<file path="src/rtl/collision_score.sv">
// Per-frame collision detector and BCD score / lives keeper for a pixel-driven shooter.
// Optional COLLISION_SCORE_LIVES_EN enables ship hits, lives and the GAME_OVER state.
module collision_score #(
  parameter int START_LIVES = 3
) (
  input  logic        clk,
  input  logic        rst_n,
  input  logic        v_sync,
  input  logic        bullet_on,
  input  logic        enemy_on,
  input  logic        ship_on,
  input  logic        restart,
  output logic        enemy_hit,
  output logic        ship_hit,
  output logic [15:0] score,
  output logic [1:0]  lives,
  output logic        game_over
);

  typedef enum logic {
    S_PLAY      = 1'b0,
    S_GAME_OVER = 1'b1
  } state_t;

  localparam logic [1:0]  LP_START_LIVES = 2'(START_LIVES);
  localparam logic [15:0] LP_SCORE_MAX   = 16'h9999;

  state_t      r_state;
  state_t      w_state_next;
  logic        r_vsync_d;
  logic        r_bullet_flag;
  logic        r_enemy_hit;
  logic        r_ship_hit;
  logic [15:0] r_score;
  logic [1:0]  r_lives;

  logic        w_frame_tick;
  logic        w_play;
  logic        w_bullet_ov;
  logic        w_score_ev;
  logic        w_ship_ev;
  logic        w_restart;

  // Saturating four-digit BCD increment; a carry ripples only through digits at 9.
  function automatic logic [15:0] bcd_inc(input logic [15:0] value);
    logic [15:0] result;
    logic        carry;
    result = value;
    carry  = 1'b1;
    if (value != LP_SCORE_MAX) begin
      for (int i = 0; i < 4; i++) begin
        if (carry) begin
          if (result[4*i +: 4] == 4'd9) begin
            result[4*i +: 4] = 4'd0;
          end else begin
            result[4*i +: 4] = result[4*i +: 4] + 4'd1;
            carry            = 1'b0;
          end
        end
      end
    end
    return result;
  endfunction

  assign w_frame_tick = v_sync & ~r_vsync_d;
  assign w_play       = (r_state == S_PLAY);
  assign w_bullet_ov  = bullet_on & enemy_on;
  // Overlap in the closing cycle itself still belongs to the frame being closed.
  assign w_score_ev   = w_frame_tick & w_play & (r_bullet_flag | w_bullet_ov);

`ifdef COLLISION_SCORE_LIVES_EN
  logic r_ship_flag;
  logic w_ship_ov;

  assign w_ship_ov = ship_on & enemy_on;
  assign w_ship_ev = w_frame_tick & w_play & (r_ship_flag | w_ship_ov);
  assign w_restart = w_frame_tick & ~w_play & restart;

  always_ff @(posedge clk or negedge rst_n) begin
    if (!rst_n) begin
      r_ship_flag <= 1'b0;
    end else if (w_frame_tick) begin
      r_ship_flag <= 1'b0;
    end else if (w_play) begin
      r_ship_flag <= r_ship_flag | w_ship_ov;
    end
  end
`else
  logic w_unused_cfg;

  assign w_ship_ev    = 1'b0;
  assign w_restart    = 1'b0;
  assign w_unused_cfg = ship_on ^ restart;
`endif

  always_ff @(posedge clk or negedge rst_n) begin
    if (!rst_n) begin
      r_state <= S_PLAY;
    end else begin
      r_state <= w_state_next;
    end
  end

  // NOTE: every always_comb output gets a default first so no path can infer a latch.
  always_comb begin
    w_state_next = r_state;
    case (r_state)
      S_PLAY: begin
        if (w_ship_ev && (r_lives == 2'd1)) begin
          w_state_next = S_GAME_OVER;
        end
      end
      S_GAME_OVER: begin
        if (w_restart) begin
          w_state_next = S_PLAY;
        end
      end
      default: w_state_next = S_PLAY;
    endcase
  end

  // NOTE: sequential state uses non-blocking assignments so all registers sample
  // the same pre-edge values, independent of statement order.
  always_ff @(posedge clk or negedge rst_n) begin
    if (!rst_n) begin
      r_vsync_d     <= 1'b0;
      r_bullet_flag <= 1'b0;
      r_enemy_hit   <= 1'b0;
      r_ship_hit    <= 1'b0;
      r_score       <= 16'h0000;
      r_lives       <= LP_START_LIVES;
    end else begin
      r_vsync_d   <= v_sync;
      r_enemy_hit <= w_score_ev;
      r_ship_hit  <= w_ship_ev;

      if (w_frame_tick) begin
        r_bullet_flag <= 1'b0;
      end else if (w_play) begin
        r_bullet_flag <= r_bullet_flag | w_bullet_ov;
      end

      if (w_score_ev) begin
        r_score <= bcd_inc(r_score);
      end
      if (w_ship_ev) begin
        r_lives <= r_lives - 2'd1;
      end
      if (w_restart) begin
        r_score <= 16'h0000;
        r_lives <= LP_START_LIVES;
      end
    end
  end

  assign enemy_hit = r_enemy_hit;
  assign ship_hit  = r_ship_hit;
  assign score     = r_score;
  assign lives     = r_lives;
  assign game_over = (r_state == S_GAME_OVER);

endmodule

</file>
<file path="config.mk">
export PLATFORM = sky130hd
export DESIGN_NAME = collision_score
export DESIGN_NICKNAME = d
export VERILOG_FILES = /design/src/rtl/collision_score.sv
export SDC_FILE = /design/constraint.sdc
export NUM_CORES = 1
export LEC_CHECK = 0
export CORE_MARGIN = 2
export CORE_UTILIZATION = 42
export CTS_CLUSTER_DIAMETER = 50
export DETAILED_ROUTE_END_ITERATION = 7
export PLACE_DENSITY = 0.72
export SETUP_SLACK_MARGIN = 0.02
export SYNTH_ARGS = -nofsm -noshare
export SYNTH_HDL_FRONTEND = slang
export SYNTH_SLANG_ARGS = --single-unit
</file>
<file path="constraint.sdc">
create_clock -name clk -period 1.6 [get_ports clk]
set_input_delay 0.16 -clock clk [delete_from_list [all_inputs] [get_ports clk]]
set_output_delay 0.16 -clock clk [all_outputs]
set_load 0.05 [all_outputs]
</file>
==> impl_metrics.csv, run 1 <==
group,metric,value,unit
sta,finalHoldViolCount,0,
critical_path,end_kind,"flip-flop",
power_and_ir_drop,power_switching_share,42.0,%
yosys,synth_area_per_cell,11.2,um2
detailed_routing,first_pass_iters,4,
sta,rsz0062_at_grt,"yes",
grt,grt_pass1_vias,705,
clock_network,cts_setup_buffers,0,
clock_network,cts_tree,"built",
critical_path,crit_type,"flip-flop to flip-flop",
critical_path,r2r_slack,0.06,ns
critical_path,timing.rr.end,"score[11]$_DFFE_PN0P_",
yosys,ys_seq_elements,19,
final_layout,syn2layout_area_growth,34.9,%
detailed_routing,detail-route-antenna-nets,0,
detailed_routing,post_drt_wl_per_cell,12.8,um
placement,place_congestion,0.685,
yosys,synth_common_cells,"dfrtp_1 (19), nand3_1 (7), xnor2_1 (6)",
die,chipWidth,52.8,um
die,die_height,52.8,um
yosys,synth_ff_type,"dfrtp_1",
yosys,synth_edf_count,0,
yosys,ys_warn_count,0,
die,start_util,44.8,%
yosys,synth_cell_type_count,35,
die,row_count,17,
critical_path,critPathRequiredTime,1.78,ns
detailed_routing,drcViolationCount,0,
clock_network,cts_root_buffer,"clkbuf_4",
power_and_ir_drop,p_int,973,uW
placement,dp_hpwl,1.46,mm
yosys,yosys.cell_count.top_type,"dfrtp_1",
final_layout,stdcell_count,152,
yosys,ys_seq_area_share,47.5,%
min_path,hold_path_class,"primary input to async pin",
die,io_pins,28,
clock_network,clock_latency,0.29,ns
final_layout,nets,132,
sta,slew_viol_final,0,
final_layout,fill_cells,183,
power_and_ir_drop,seqPwrFrac,39.4,%
power_and_ir_drop,p_clk_share,14.4,%
placement,dpl.cell_count,148,
clock_network,cts.sinks,19,
yosys,ys_top_cells_by_area,"dfrtp_1 (48%), xnor2_1 (5.2%), nand3_1 (3.5%)",
clock_network,h-tree-depth,1,
die,core_area,2230,um2
grt,grt_usage,16.4,%
die,dieArea,2790,um2
clock_network,cts_buffer_depth,2,
flow_run,drv_cap,0,
final_layout,diodes,0,
power_and_ir_drop,ir_drop,0.00110,V
clock_network,cts_made_buffers,3,
sta,fin_tns_setup,0,ns
grt,gr-total-overflow,0,
power_and_ir_drop,power.density,1240,nW/um2
sta,fmax,651,MHz
detailed_routing,vias_per_cell,5.03,
final_layout,drive_above_1_share,42.7,%
run_status,status,"finished clean",
grt,grt_pass1_wl,3.24,mm
sta,finalCritPeriodShare,96.0,%
critical_path,cp.arrival,1.72,ns
yosys,syn_inst,89,
detailed_routing,initialDrtViolationCount,8,
placement,port_buffers,21,
power_and_ir_drop,leakage,0.000570,uW
power_and_ir_drop,comb_power_share,46.3,%
yosys,synth_top_cell_area_share,47.5,%
yosys,synth_top_cell_by_area,"dfrtp_1",
detailed_routing,wl,1.94,mm
sta,clock-skew-final,0.00443,ns
power_and_ir_drop,switchingPower,705,uW
yosys,async_reset_ff_share,100,%
critical_path,crit_fanout,4,
clock_network,clkTransAtPathRegs,0.11,ns
grt,antenna_found_initial,0,
critical_path,worstRegToRegCells,5,
detailed_routing,num_vias,764,
sta,period_needed,1.54,ns
critical_path,r2r-start,"score[1]$_DFFE_PN0P_",
yosys,mappedNetlistArea,1000,um2
sta,setup_viol,0,
critical_path,start_kind,"flip-flop",
grt,grt_start_max_net_pins,20,
-- worst max-delay path, cell delays in order, from the launching register on --
cell and delay [ns]:
dfrtp_2 0.42, nand4bb_4 0.29, nor4_4 0.28, buf_4 0.17, mux2i_2 0.19, nand3_1 0.08
-- final cells by class --
cell class | count | area (um2) | area share [%]
timing repair buffer | 33 | 258 | 19.1
inverter | 3 | 11.3 | 0.834
multi-input combinational | 65 | 534 | 39.6
tap | 28 | 35.0 | 2.60
clock buffer | 4 | 26.3 | 1.95
sequential | 19 | 485 | 36.0
-- kinds of logic (layout without fill, tap and decap cells) --
logic type	count (synthesis)	in the layout	share of synthesized area, %
AOI/OAI and AO/OA	14	14	9.50
xor gates and xnor gates	6	6	5.25
buffers and inverters	7	40	4.13
DFF	19	19	47.5
muxes	5	5	5.50
other	2	4	0.750
and+or+nand+nor	36	36	27.4
-- metal layers --
layer  wire length [um]  track usage [%]  vias up  share of wire (%)
li1                   -                -      383                  -
met1                879             20.7      362                 45
met2                948             26.5       17                 49
met3                 94             5.14        2                4.8
met4                 17             5.13        0               0.88
met5                  0                0        -                  0
-- flip-flops by register name (all words and copies together) (netlist names) --
register / cells
enemy_hit: 1
r_vsync_d: 1
r_bullet_flag: 1
score: 16
-- power by group through the flow --
stage / clock, uW / combinational, uW / sequential (uW)
after floorplan: 0 / 253 / 936
after global placement: 0 / 758 / 663
after detailed placement: 0 / 774 / 671
after global routing: 268 / 825 / 673
final: 241 / 776 / 661
after CTS: 250 / 780 / 661
-- cell usage in the layout, fill, tap and decap left out, types with 4 or more instances in the layout --
cell type,Yosys,layout
nand3_1,7,7
dfrtp_1,19,11
conb_1,2,4
a21oi_1,4,4
buf_4,4,29
dfrtp_2,0,8
xnor2_1,6,6
clkdlybuf4s50_1,0,4
nor2_1,4,4
nand2_1,5,5
nor2b_1,4,4
-- what timing repair did --
item                                    4_1_cts  5_1_grt
hold buffers                                  0        0
endpoints found under the setup margin        1        6
resized for setup                             1        3
cloned                                        0        0
pin swaps                                     0        3
-- how the worst max path moves through the flow --
stage	from	end	cells past startpoint	slack (ns)
6_report	score[1]$_DFFE_PN0P_	score[11]$_DFFE_PN0P_	5	0.06
5_1_grt	score[1]$_DFFE_PN0P_	score[11]$_DFFE_PN0P_	5	-0.04
4_1_cts	r_bullet_flag$_DFF_PN0_	score[3]$_DFFE_PN0P_	5	0.003
3_5_place_dp	enemy_on	score[3]$_DFFE_PN0P_	6	-0.20
3_3_place_gp	v_sync	score[1]$_DFFE_PN0P_	4	-0.14
2_1_floorplan	score[6]$_DFFE_PN0P_	score[13]$_DFFE_PN0P_	4	-0.12
-- through the flow --
step	power [uW]	hold WS (ns)	instance area, um2	util, %	setup slack [ns]
3_5_place_dp	1440	0.510	1300	58.2	-0.201
2_1_floorplan	1190	-0.136	1040	-	-0.124
5_1_grt	1770	0.200	1350	60.4	-0.0380
3_3_place_gp	1420	0.497	1300	58.2	-0.135
4_1_cts	1690	0.193	1330	59.7	0.00345
6_report	1680	0.189	1350	60.4	0.0644
Power figures use the tool's default switching activity.
==> inputs of run 2 (changes only) <==
--- a/config.mk
+++ b/config.mk
@@ -9,6 +9,7 @@
 export CORE_UTILIZATION = 42
 export CTS_CLUSTER_DIAMETER = 50
 export DETAILED_ROUTE_END_ITERATION = 7
+export HOLD_SLACK_MARGIN = 0.05
 export PLACE_DENSITY = 0.72
 export SETUP_SLACK_MARGIN = 0.02
 export SYNTH_ARGS = -nofsm -noshare
==> results of run 2 <==
The final DEF is identical to that of run 1; final timing and power are the same.
==> inputs of run 3 (changes only) <==
--- a/config.mk
+++ b/config.mk
@@ -9,6 +9,7 @@
 export CORE_UTILIZATION = 42
 export CTS_CLUSTER_DIAMETER = 50
 export DETAILED_ROUTE_END_ITERATION = 7
+export GPL_TIMING_DRIVEN = 0
 export HOLD_SLACK_MARGIN = 0.05
 export PLACE_DENSITY = 0.72
 export SETUP_SLACK_MARGIN = 0.02
==> run 3 against run 2 <==
Net effect: clock-buffer cell count unchanged; core utilization increased by 1.1 points; flip-flop and latch count unchanged; wire length increased by 4.6%; first-iteration DRC count increased by 63%; design area increased by 1.8%; via count increased by 6.2%; clock power increased by 2%; critical path type unchanged; highest routed layer unchanged.
==> impl_metrics.csv, run 3 (synthesized netlist as in run 1, its figures left out) <==
group,metric,value,unit
power_and_ir_drop,p_clk_share,14.8,%
clock_network,clock_latency,0.30,ns
sta,worst_pin_slew,0.826,ns
detailed_routing,initialDrtViolationCount,13,
sta,fin_tns_setup,0,ns
sta,slew_viol_final,0,
final_layout,design_area,1370,um2
sta,period_needed,1.52,ns
clock_network,cts_made_buffers,3,
sta,finalCritPeriodShare,95.3,%
placement,pre_cts_slack,-0.321,ns
clock_network,cts_buffer_depth,2,
sta,setup_viol,0,
detailed_routing,drcViolationCount,0,
power_and_ir_drop,power_switching_share,42.7,%
power_and_ir_drop,comb_power_share,44.0,%
grt,antenna_found_initial,0,
final_layout,layout_common_cells,"dlygate4sd2_1 (17), buf_4 (13), dfrtp_1 (11)",
sta,whs,0.321,ns
power_and_ir_drop,switchingPower,705,uW
power_and_ir_drop,seqPwrFrac,41.2,%
grt,grt_usage,16.5,%
clock_network,cts_tree,"built",
detailed_routing,num_vias,811,
die,dieArea,2790,um2
placement,dp_hpwl,1.34,mm
sta,finalHoldViolCount,0,
clock_network,h-tree-depth,1,
final_layout,fill_cells,195,
detailed_routing,vias_per_cell,5.30,
final_layout,drive_above_1_share,30.4,%
sta,fmax,656,MHz
grt,gr-total-overflow,0,
grt,grt_pass1_wl,3.25,mm
die,row_count,17,
critical_path,critPathRequiredTime,1.80,ns
sta,clock-skew-final,0.00414,ns
detailed_routing,post_drt_wl_per_cell,13.3,um
critical_path,cp.arrival,1.72,ns
placement,port_buffers,21,
sta,rsz0062_at_grt,"yes",
final_layout,nets,133,
sta,fin_ws,0.0752,ns
grt,grt_start_max_net_pins,20,
flow_run,drv_cap,0,
power_and_ir_drop,p_int,945,uW
detailed_routing,first_pass_iters,4,
placement,placed_area,1280,um2
critical_path,end_kind,"flip-flop",
critical_path,start_kind,"flip-flop",
detailed_routing,detail-route-antenna-nets,0,
run_status,status,"finished clean",
die,die_height,52.8,um
grt,grt_pass1_vias,727,
final_layout,final_common_cell,"dlygate4sd2_1",
final_layout,syn2layout_area_growth,37.3,%
power_and_ir_drop,power,1650,uW
clock_network,cts_root_buffer,"clkbuf_4",
detailed_routing,wl,2.03,mm
die,io_pins,28,
die,core_area,2230,um2
die,start_util,44.8,%
placement,place_congestion,0.683,
power_and_ir_drop,ir_drop,0.000975,V
clock_network,clkTransAtPathRegs,0.10,ns
min_path,hold_path_class,"primary input to async pin",
final_layout,largest_reg_flops,16,
clock_network,cts.sinks,19,
power_and_ir_drop,power.density,1200,nW/um2
sta,slew_headroom,44.8,%
die,chipWidth,52.8,um
critical_path,crit_type,"flip-flop to flip-flop",
power_and_ir_drop,leakage,0.000598,uW
critical_path,crit_fanout,3,
final_layout,diodes,0,
run 3: area by class of cell:
class,instances,area [um2],share of cell area (%)
Buffer,4,30.0,2.19
Sequential cell,19,485,35.3
Multi-Input combinational cell,65,529,38.5
Timing Repair Buffer,30,256,18.7
Inverter,3,11.3,0.820
Tap cell,28,35.0,2.55
Clock buffer,4,26.3,1.91
run 3: metal layers:
metal | wire (um) | GRT usage, % | up-vias
met4 | 42 | 7.69 | 0
met1 | 831 | 18.8 | 406
met5 | 0 | 0 | -
met3 | 94 | 3.43 | 5
li1 | - | - | 383
met2 | 1060 | 29.0 | 17
run 3: critical path: stages (launching register included):
cell and delay [ns]:
dfrtp_2 0.43, nand4bb_4 0.27, nor4_4 0.28, nand3_1 0.13, mux2_4 0.31
run 3: path summary, 6_finish.rpt:
check,start,endpoint,slack [ns],depth (start not counted)
setup / recovery,score[5]$_DFFE_PN0P_,score[13]$_DFFE_PN0P_,0.08,4
hold / removal,rst_n,score[14]$_DFFE_PN0P_,0.32,1
setup reg to reg,score[5]$_DFFE_PN0P_,score[13]$_DFFE_PN0P_,0.08,4
hold reg to reg,score[15]$_DFFE_PN0P_,score[15]$_DFFE_PN0P_,0.52,1
max in group asynchronous,rst_n,score[0]$_DFFE_PN0P_,0.71,1
min in group clk,v_sync,r_vsync_d$_DFF_PN0_,0.37,1
run 3: power by group through the flow:
| stage | logic, uW | registers, uW | clock network, uW |
|---|---|---|---|
| 5_1_grt | 764 | 696 | 275 |
| 2_1_floorplan | 253 | 936 | 0 |
| 6_report | 725 | 680 | 245 |
| 3_3_place_gp | 687 | 704 | 0 |
| 3_5_place_dp | 690 | 714 | 0 |
| 4_1_cts | 697 | 693 | 253 |
run 3: metrics by stage:
stage,std cells,util (%)
3_5_place_dp,140,57.4
5_1_grt,153,61.5
3_3_place_gp,140,57.4
4_1_cts,149,59.9
6_report,153,61.5
2_1_floorplan,91,-
run 3: what timing repair did:
item,CTS,global route
pin swaps,3,4
buffers inserted,5,4
hold buffers,0,0
setup endpoints to repair,22,7
gates resized for setup,19,2
